## src/rtl/mic_adc_reader.sv

```systemverilog
// SPI master for an ADCS7476-style microphone ADC: paced 16-bit frames, 12-bit sample
// output with a valid pulse, a square sample strobe, and bad-frame accounting.
module mic_adc_reader #(
  parameter int SCLK_HALF     = 4,
  parameter int SAMPLE_PERIOD = 5000
) (
  input  logic        i_clk,
  input  logic        i_rst_n,
  input  logic        i_en,
  input  logic        i_mic_miso,
  output logic        o_mic_cs_n,
  output logic        o_mic_sclk,
  output logic [11:0] o_sample,
  output logic        o_sample_valid,
  output logic        o_sample_clk,
  output logic        o_frame_err,
  output logic [7:0]  o_err_count
);

  // state | meaning
  // IDLE  | CS high, waiting for period wrap with en
  // START | CS low, SCLK high for one half period
  // SHIFT | SCLK toggling, MISO captured on each rising edge
  // STOP  | last half period, then CS high and frame evaluation
  localparam logic [1:0] ST_IDLE  = 2'd0;
  localparam logic [1:0] ST_START = 2'd1;
  localparam logic [1:0] ST_SHIFT = 2'd2;
  localparam logic [1:0] ST_STOP  = 2'd3;

  localparam int PER_W  = $clog2(SAMPLE_PERIOD);
  localparam int HALF_W = (SCLK_HALF > 1) ? $clog2(SCLK_HALF) : 1;
  localparam int SCK_W  = (SAMPLE_PERIOD / 2 > 1) ? $clog2(SAMPLE_PERIOD / 2) : 1;

  localparam logic [PER_W-1:0]  PER_MAX  = PER_W'(SAMPLE_PERIOD - 1);
  localparam logic [HALF_W-1:0] HALF_LD  = HALF_W'(SCLK_HALF - 1);
  localparam logic [SCK_W-1:0]  SCK_LD   = SCK_W'(SAMPLE_PERIOD / 2 - 1);

  generate
    if (SCLK_HALF < 1 || SAMPLE_PERIOD < 35 * SCLK_HALF) begin : g_bad_cfg
      $error("mic_adc_reader: SAMPLE_PERIOD must be >= 35*SCLK_HALF and SCLK_HALF >= 1");
    end
  endgenerate

  logic [PER_W-1:0]  r_period;
  logic [1:0]        r_state;
  logic [HALF_W-1:0] r_tmr;
  logic [3:0]        r_nrise;
  logic [15:0]       r_shift;
  logic              r_cs_n;
  logic              r_sclk;
  logic [11:0]       r_sample;
  logic              r_valid;
  logic              r_ferr;
  logic [7:0]        r_err_count;
  logic              r_sck;
  logic [SCK_W-1:0]  r_sck_tmr;

  logic w_tc;
  logic w_good;

  assign w_tc   = (r_tmr == '0);
  assign w_good = (r_shift[15:12] == 4'd0);

  // Free-running frame pacing, independent of en
  always_ff @(posedge i_clk or negedge i_rst_n) begin
    if (!i_rst_n) begin
      r_period <= '0;
    end else if (r_period == PER_MAX) begin
      r_period <= '0;
    end else begin
      r_period <= r_period + 1'b1;
    end
  end

  always_ff @(posedge i_clk or negedge i_rst_n) begin
    if (!i_rst_n) begin
      r_state     <= ST_IDLE;
      r_tmr       <= '0;
      r_nrise     <= '0;
      r_shift     <= '0;
      r_cs_n      <= 1'b1;
      r_sclk      <= 1'b1;
      r_sample    <= '0;
      r_valid     <= 1'b0;
      r_ferr      <= 1'b0;
      r_err_count <= '0;
    end else begin
      r_valid <= 1'b0;
      r_ferr  <= 1'b0;
      case (r_state)
        ST_IDLE: begin
          if (r_period == '0 && i_en) begin
            r_state <= ST_START;
            r_cs_n  <= 1'b0;
            r_tmr   <= HALF_LD;
            r_nrise <= '0;
          end
        end
        ST_START: begin
          if (w_tc) begin
            r_state <= ST_SHIFT;
            r_sclk  <= 1'b0;
            r_tmr   <= HALF_LD;
          end else begin
            r_tmr <= r_tmr - 1'b1;
          end
        end
        ST_SHIFT: begin
          if (w_tc) begin
            r_tmr  <= HALF_LD;
            r_sclk <= ~r_sclk;
            // sclk currently low means this edge raises it: capture MISO
            if (!r_sclk) begin
              r_shift <= {r_shift[14:0], i_mic_miso};
              r_nrise <= r_nrise + 1'b1;
              if (r_nrise == 4'd15) begin
                r_state <= ST_STOP;
              end
            end
          end else begin
            r_tmr <= r_tmr - 1'b1;
          end
        end
        ST_STOP: begin
          if (w_tc) begin
            r_state <= ST_IDLE;
            r_cs_n  <= 1'b1;
            if (w_good) begin
              r_sample <= r_shift[11:0];
              r_valid  <= 1'b1;
            end else begin
              r_ferr <= 1'b1;
              if (r_err_count != 8'hFF) begin
                r_err_count <= r_err_count + 8'd1;
              end
            end
          end else begin
            r_tmr <= r_tmr - 1'b1;
          end
        end
        default: begin
          r_state <= ST_IDLE;
          r_cs_n  <= 1'b1;
          r_sclk  <= 1'b1;
        end
      endcase
    end
  end

  // Strobe rises one clk after the sample lands, high for half a sample period
  always_ff @(posedge i_clk or negedge i_rst_n) begin
    if (!i_rst_n) begin
      r_sck     <= 1'b0;
      r_sck_tmr <= '0;
    end else if (r_valid) begin
      r_sck     <= 1'b1;
      r_sck_tmr <= SCK_LD;
    end else if (r_sck) begin
      if (r_sck_tmr == '0) begin
        r_sck <= 1'b0;
      end else begin
        r_sck_tmr <= r_sck_tmr - 1'b1;
      end
    end
  end

  assign o_mic_cs_n     = r_cs_n;
  assign o_mic_sclk     = r_sclk;
  assign o_sample       = r_sample;
  assign o_sample_valid = r_valid;
  assign o_sample_clk   = r_sck;
  assign o_frame_err    = r_ferr;
  assign o_err_count    = r_err_count;

endmodule

```

## config.mk

```make
export PLATFORM = sky130hd
export DESIGN_NAME = mic_adc_reader
export DESIGN_NICKNAME = d
export VERILOG_FILES = /design/src/rtl/mic_adc_reader.sv
export SDC_FILE = /design/constraint.sdc
export NUM_CORES = 1
export LEC_CHECK = 0
export CORE_UTILIZATION = 57
export CTS_BUF_LIST = sky130_fd_sc_hd__clkbuf_16
export CTS_CLUSTER_SIZE = 20
export DETAILED_ROUTE_END_ITERATION = 6
export PLACE_DENSITY_LB_ADDON = 0.2
export SLEW_MARGIN = 20
export SYNTH_ARGS = -nofsm -noshare
export SYNTH_HDL_FRONTEND = slang
export SYNTH_SLANG_ARGS = --single-unit
```

## constraint.sdc

```tcl
create_clock -name i_clk -period 2.5 [get_ports i_clk]
set_input_delay 0.5 -clock i_clk [delete_from_list [all_inputs] [get_ports i_clk]]
set_output_delay 0.5 -clock i_clk [all_outputs]
set_load 0.005 [all_outputs]
```

-- Yosys cells after proc, flatten, opt, wreduce, memory -nomap -nowiden
Index checks and enable logic that the tools add are counted.
- register bits: 74
- add/subtract/negate cells: 5
- reduce and logical (&&, ||, !) cells: 20
- equal/unequal tests: 14
- bitwise gates (word level): 2
- multiplexer cells: 34
- operator list (operator ; number):
    $mux 12 ; 3
    $mux 2 ; 9
    $ne 2x2->1 const B ; 8
    $add 13x1->13 const B ; 1
    $eq 13x13->1 const B ; 1
    $logic_not 13->1 ; 1
    $mux 1 ; 13
    $mux 13 ; 1
    $logic_not 12->1 ; 1
    $mux 4 ; 3
    $reduce_and 3->1 ; 4
    $sub 12x1->12 const B ; 1
    $add 8x1->8 const B ; 1
    $ne 8x8->1 const B ; 1
    $pmux 2 s4 ; 1
    $pmux 4 s2 ; 1
    $reduce_and 4->1 ; 2
    $reduce_bool 2->1 ; 4
    $pmux 2 s3 ; 1
    $reduce_and 6->1 ; 1
    $add 4x1->4 const B ; 1
    $eq 2x2->1 const B ; 2
    $eq 4x4->1 const B ; 1
    $logic_not 2->1 ; 2
    other kinds (8) ; 11

-- Logic depth before layout (Yosys ltp)
- depth in word-level cells: 5
- mapped depth: 8
- depth with buffers taken out: 6

-- Least setup slack after synthesis
No wires, ideal clock.
- path kind: flip-flop to flip-flop
- from: register r_sck_tmr[0]
- to: register r_sck_tmr[8]
- stages on the path, launching flop included: 7
- arrival time: 1934 ps
- path slack: 434 ps
- path buffers: 0
- setup time: 132 ps
- period minus slack after synthesis: 2066 ps
- cells stage by stage: dfrtp_1 > inv_1 > ha_1 > or4b_1 > o311ai_2 > nor3_1 > or3b_1
- longest elaborated chain between the ends: 4
- ends and longest elaborated chain (item ; line ; source):
    start: declaration ; 56 ; logic [SCK_W-1:0] r_sck_tmr;
    start signal: assignment ; 162 ; r_sck_tmr <= r_sck_tmr - 1'b1;
    $sub 12x1->12 ; 162 ;
    $mux 12 ; 159 ; if (r_sck_tmr == '0) begin
    $mux 12 ; 158 ; end else if (r_sck) begin
    $mux 12 ; 155 ; end else if (r_valid) begin
Parallel ways exist; a longest one is shown, timed or not. The select of a mux whose other input is x is not followed.
A chain may end at the register's enable or synchronous reset.

-- Worst setup path in the final report
- from: register r_sck_tmr[6]
- to: register r_sck_tmr[9]
The elaborated chain is that of the path after synthesis.

==> key figures <==
Hold path
  – Hold Path Class: primary input to async pin

Status
  – Outcome: finished clean

Timing
  – Period minus WS final: approximately 2100 ps
  – Setup violators final: 0
  – Worst slew pin tran: 540.9 ps
  – Slew margin rel.: 0.6385
  – Hold_ws: 156.8 ps
  – Fin. Hold Viols: 0
  – Maximum clock frequency: around 480 MHz
  – Pins Over Slew Limit: 0
  – Setup TNS: 0 ps
  – Final period utilization: 0.8401
  – RSZ-0062 raised after global routing: no
  – Skew final: 4.016 ps

GRT
  – Initial antenna violation count: 0
  – Vias in the first global route: ~2500
  – First-pass GRT wire length: between 10000 and 15000 µm
  – Pin count of the biggest net entering global routing: 75
  – GRT Total Usage: 0.2267
  – GR Overflow Total: 0

Floorplan
  – Die Wd: 80.26 µm
  – Initial core utilization: 0.5896
  – Chip height: between 80 and 90 µm
  – Ports: 29
  – Die area: about 0.0064 mm²
  – Core ar.: 0.005921 mm²
  – Row cnt: 28

Synth
  – Mapped cell area: between 0.003 and 0.004 mm²
  – Seq/Total Area, Yosys: 0.5312
  – Cell taking the most area after synthesis: dfrtp_1
  – Area contributors post-synth: dfrtp_1, nand2_1, mux2_2
  – Most frequent cell after synthesis: dfrtp_1
  – YS warnings: 0
  – Post-synth EDFFs: 0
  – Main flop type after synthesis: dfrtp_1
  – Avg Cell Area, Syn: between 10 and 15 µm²
  – Seq cells post-synth: 74
  – Post-Syn Instances: 336
  – Share of the synthesized area in the top cell type: 0.5161
  – Syn_nets: 352
  – Asr flop ratio synth: 1.000
  – Count of different cell masters after synthesis: 50
  – Most frequent cells after synthesis: dfrtp_1, nand2_1, nor2_1, mux2_2

Final layout
  – Ant diodes: 0
  – Post-Layout Cell Count: about 450
  – Final nets: 389
  – Layout cells sized above 1: 0.1217
  – Layout area overhead: 20.61%

Clocking
  – CTS H-tree lvls: 3
  – Maximum clock path buffer count: 2
  – CTS buffer count: 9
  – Post-CTS Setup Repair Bufs: 0
  – CTS Sinks: 74
  – Cts repair resizes: 0
  – Clk root buf: clkbuf_16
  – CTS tree: built
  – Worst-path clk slew: around 60 ps
  – Clock latency on the worst-skew pair: 320 ps
  – CTS Hold Bufs: 0

Power
  – Leakage: between 2 and 2.5 nW
  – Worst vdd ir: approximately 0.42 mV
  – PD cells: just over 600 mW/mm²

Detailed routing
  – WL met3: around 190 µm
  – Vias per inst: ~5.5
  – DRT iter0 DRCs: between 100 and 150
  – Final wirelength: approximately 6300 µm
  – Drt pass-1 iters: 4
  – DRC viols: 0
  – Met2 routed WL: ~3100 µm
  – Final ANT Viol Nets: 0
  – Highest routing layer actually used: met4
  – Vias: ~2500
  – Metal-1 WL: around 3000 µm
  – WL per Instance: approximately 14 µm

Critical path
  – Critical Path AT: roughly 2400 ps
  – Critical Path RT: 2750 ps
  – Crit Path Max Fanout: 6
  – Critical Path Start Type: register
  – Crit Path Class: register to register
  – Crit end category: register
  – Worst R2R Path Depth: 4

Placement
  – Post-DP HPWL: between 4000 and 5000 µm
  – Port bufs: 28
  – Post-Place Cells: ~440
  – GPL Wtd Cong: 0.8295

Run
  – Max cap viols: 0
[worst paths after layout]
path | start | endpoint | slack, ps
max reg2reg | r_sck_tmr[6]$_DFFE_PN0P_ | r_sck_tmr[9]$_DFFE_PN0P_ | 400
min | i_rst_n | r_period[4]$_DFF_PN0_ | 160
min in group i_clk | r_period[0]$_DFF_PN0_ | r_period[0]$_DFF_PN0_ | 480
max in group asynchronous | i_rst_n | o_mic_cs_n$_DFFE_PN1P_ | 1990
min reg2reg | r_period[0]$_DFF_PN0_ | r_period[0]$_DFF_PN0_ | 480
max | r_sck_tmr[6]$_DFFE_PN0P_ | r_sck_tmr[9]$_DFFE_PN0P_ | 400
[logic make-up (layout without fill, tap and decap cells)]
logic type	Yosys count	after routing	synth area share
buf+inv	22	64	0.02437
fa+ha+maj	12	12	0.04301
compound gates	35	35	0.07205
simple gates	154	154	0.2186
flops	74	74	0.5312
xor+xnor	18	18	0.04516
mux	21	21	0.06559
[sequential cells by signal, indices dropped and copies added (netlist names), 2 cells and up]
name,flops
r_tmr,2
r_nrise,4
o_err_count,8
o_sample,12
r_period,13
r_sck_tmr,12
r_state,2
r_shift,16
[per-layer routing]
| metal | up-vias | GRT usage |
|---|---|---|
| met1 | 1226 | 0.2907 |
| met5 | - | 0 |
| met2 | 35 | 0.3795 |
| li1 | 1240 | - |
| met3 | 2 | 0.05227 |
| met4 | 0 | 0.07321 |
[metrics by stage]
step	area [µm²]	util	worst slack [ps]	power [mW]
after floorplan	3491	-	434.1	1.232
after global placement	3891	0.6572	289.2	1.265
after detailed placement	3891	0.6572	220.7	1.265
after CTS	4210	0.7111	391.1	2.629
after global routing	4210	0.7111	214.6	2.687
final	4210	0.7111	399.7	2.596
[cells in the final DEF, fill, tap and decap left out, drive strengths merged, types with 4 or more instances in the layout]
| cell | netlist | routed |
|---|---|---|
| xor2 | 7 | 7 |
| mux2 | 15 | 15 |
| dfrtp | 72 | 72 |
| a21oi | 12 | 12 |
| nor2b | 4 | 4 |
| xnor2 | 11 | 11 |
| nand4 | 5 | 5 |
| mux2i | 6 | 6 |
| o31ai | 5 | 5 |
| nand2b | 4 | 4 |
| nor3 | 4 | 4 |
| o21ai | 5 | 5 |
| buf | 2 | 8 |
| ha | 12 | 12 |
| inv | 13 | 13 |
| clkbuf | 7 | 9 |
| clkinv | 0 | 4 |
| or4 | 6 | 6 |
| clkdlybuf4s50 | 0 | 27 |
| nand2 | 65 | 65 |
| nor2 | 25 | 25 |
| nand3 | 13 | 13 |
[report_power, final]
group	switching [mW]	leakage (nW)	internal, mW
Sequential	0.00379	0.963	1.20
Combinational	0.0247	0.927	0.00929
Clock	0.484	0.153	0.871
Total	0.513	2.04	2.08
[layout make-up]
| cell class | count | area, µm² |
|---|---|---|
| clock buffers | 9 | 225.2 |
| inverters | 13 | 48.80 |
| fillers | 444 | 1710 |
| clock inverters | 7 | 93.84 |
| well taps | 75 | 93.84 |
| flip-flops and latches | 74 | 1854 |
| repair buffers | 35 | 342.8 |
| multi-input cells | 240 | 1551 |
[critical path, cell delays in order, from the launching register on]
cell and delay (ps):
dfrtp_1 400, or4_1 630, or2_1 340, or4_1 520
a21oi_1 150
Note: power is estimated with default switching activity, not from simulation.
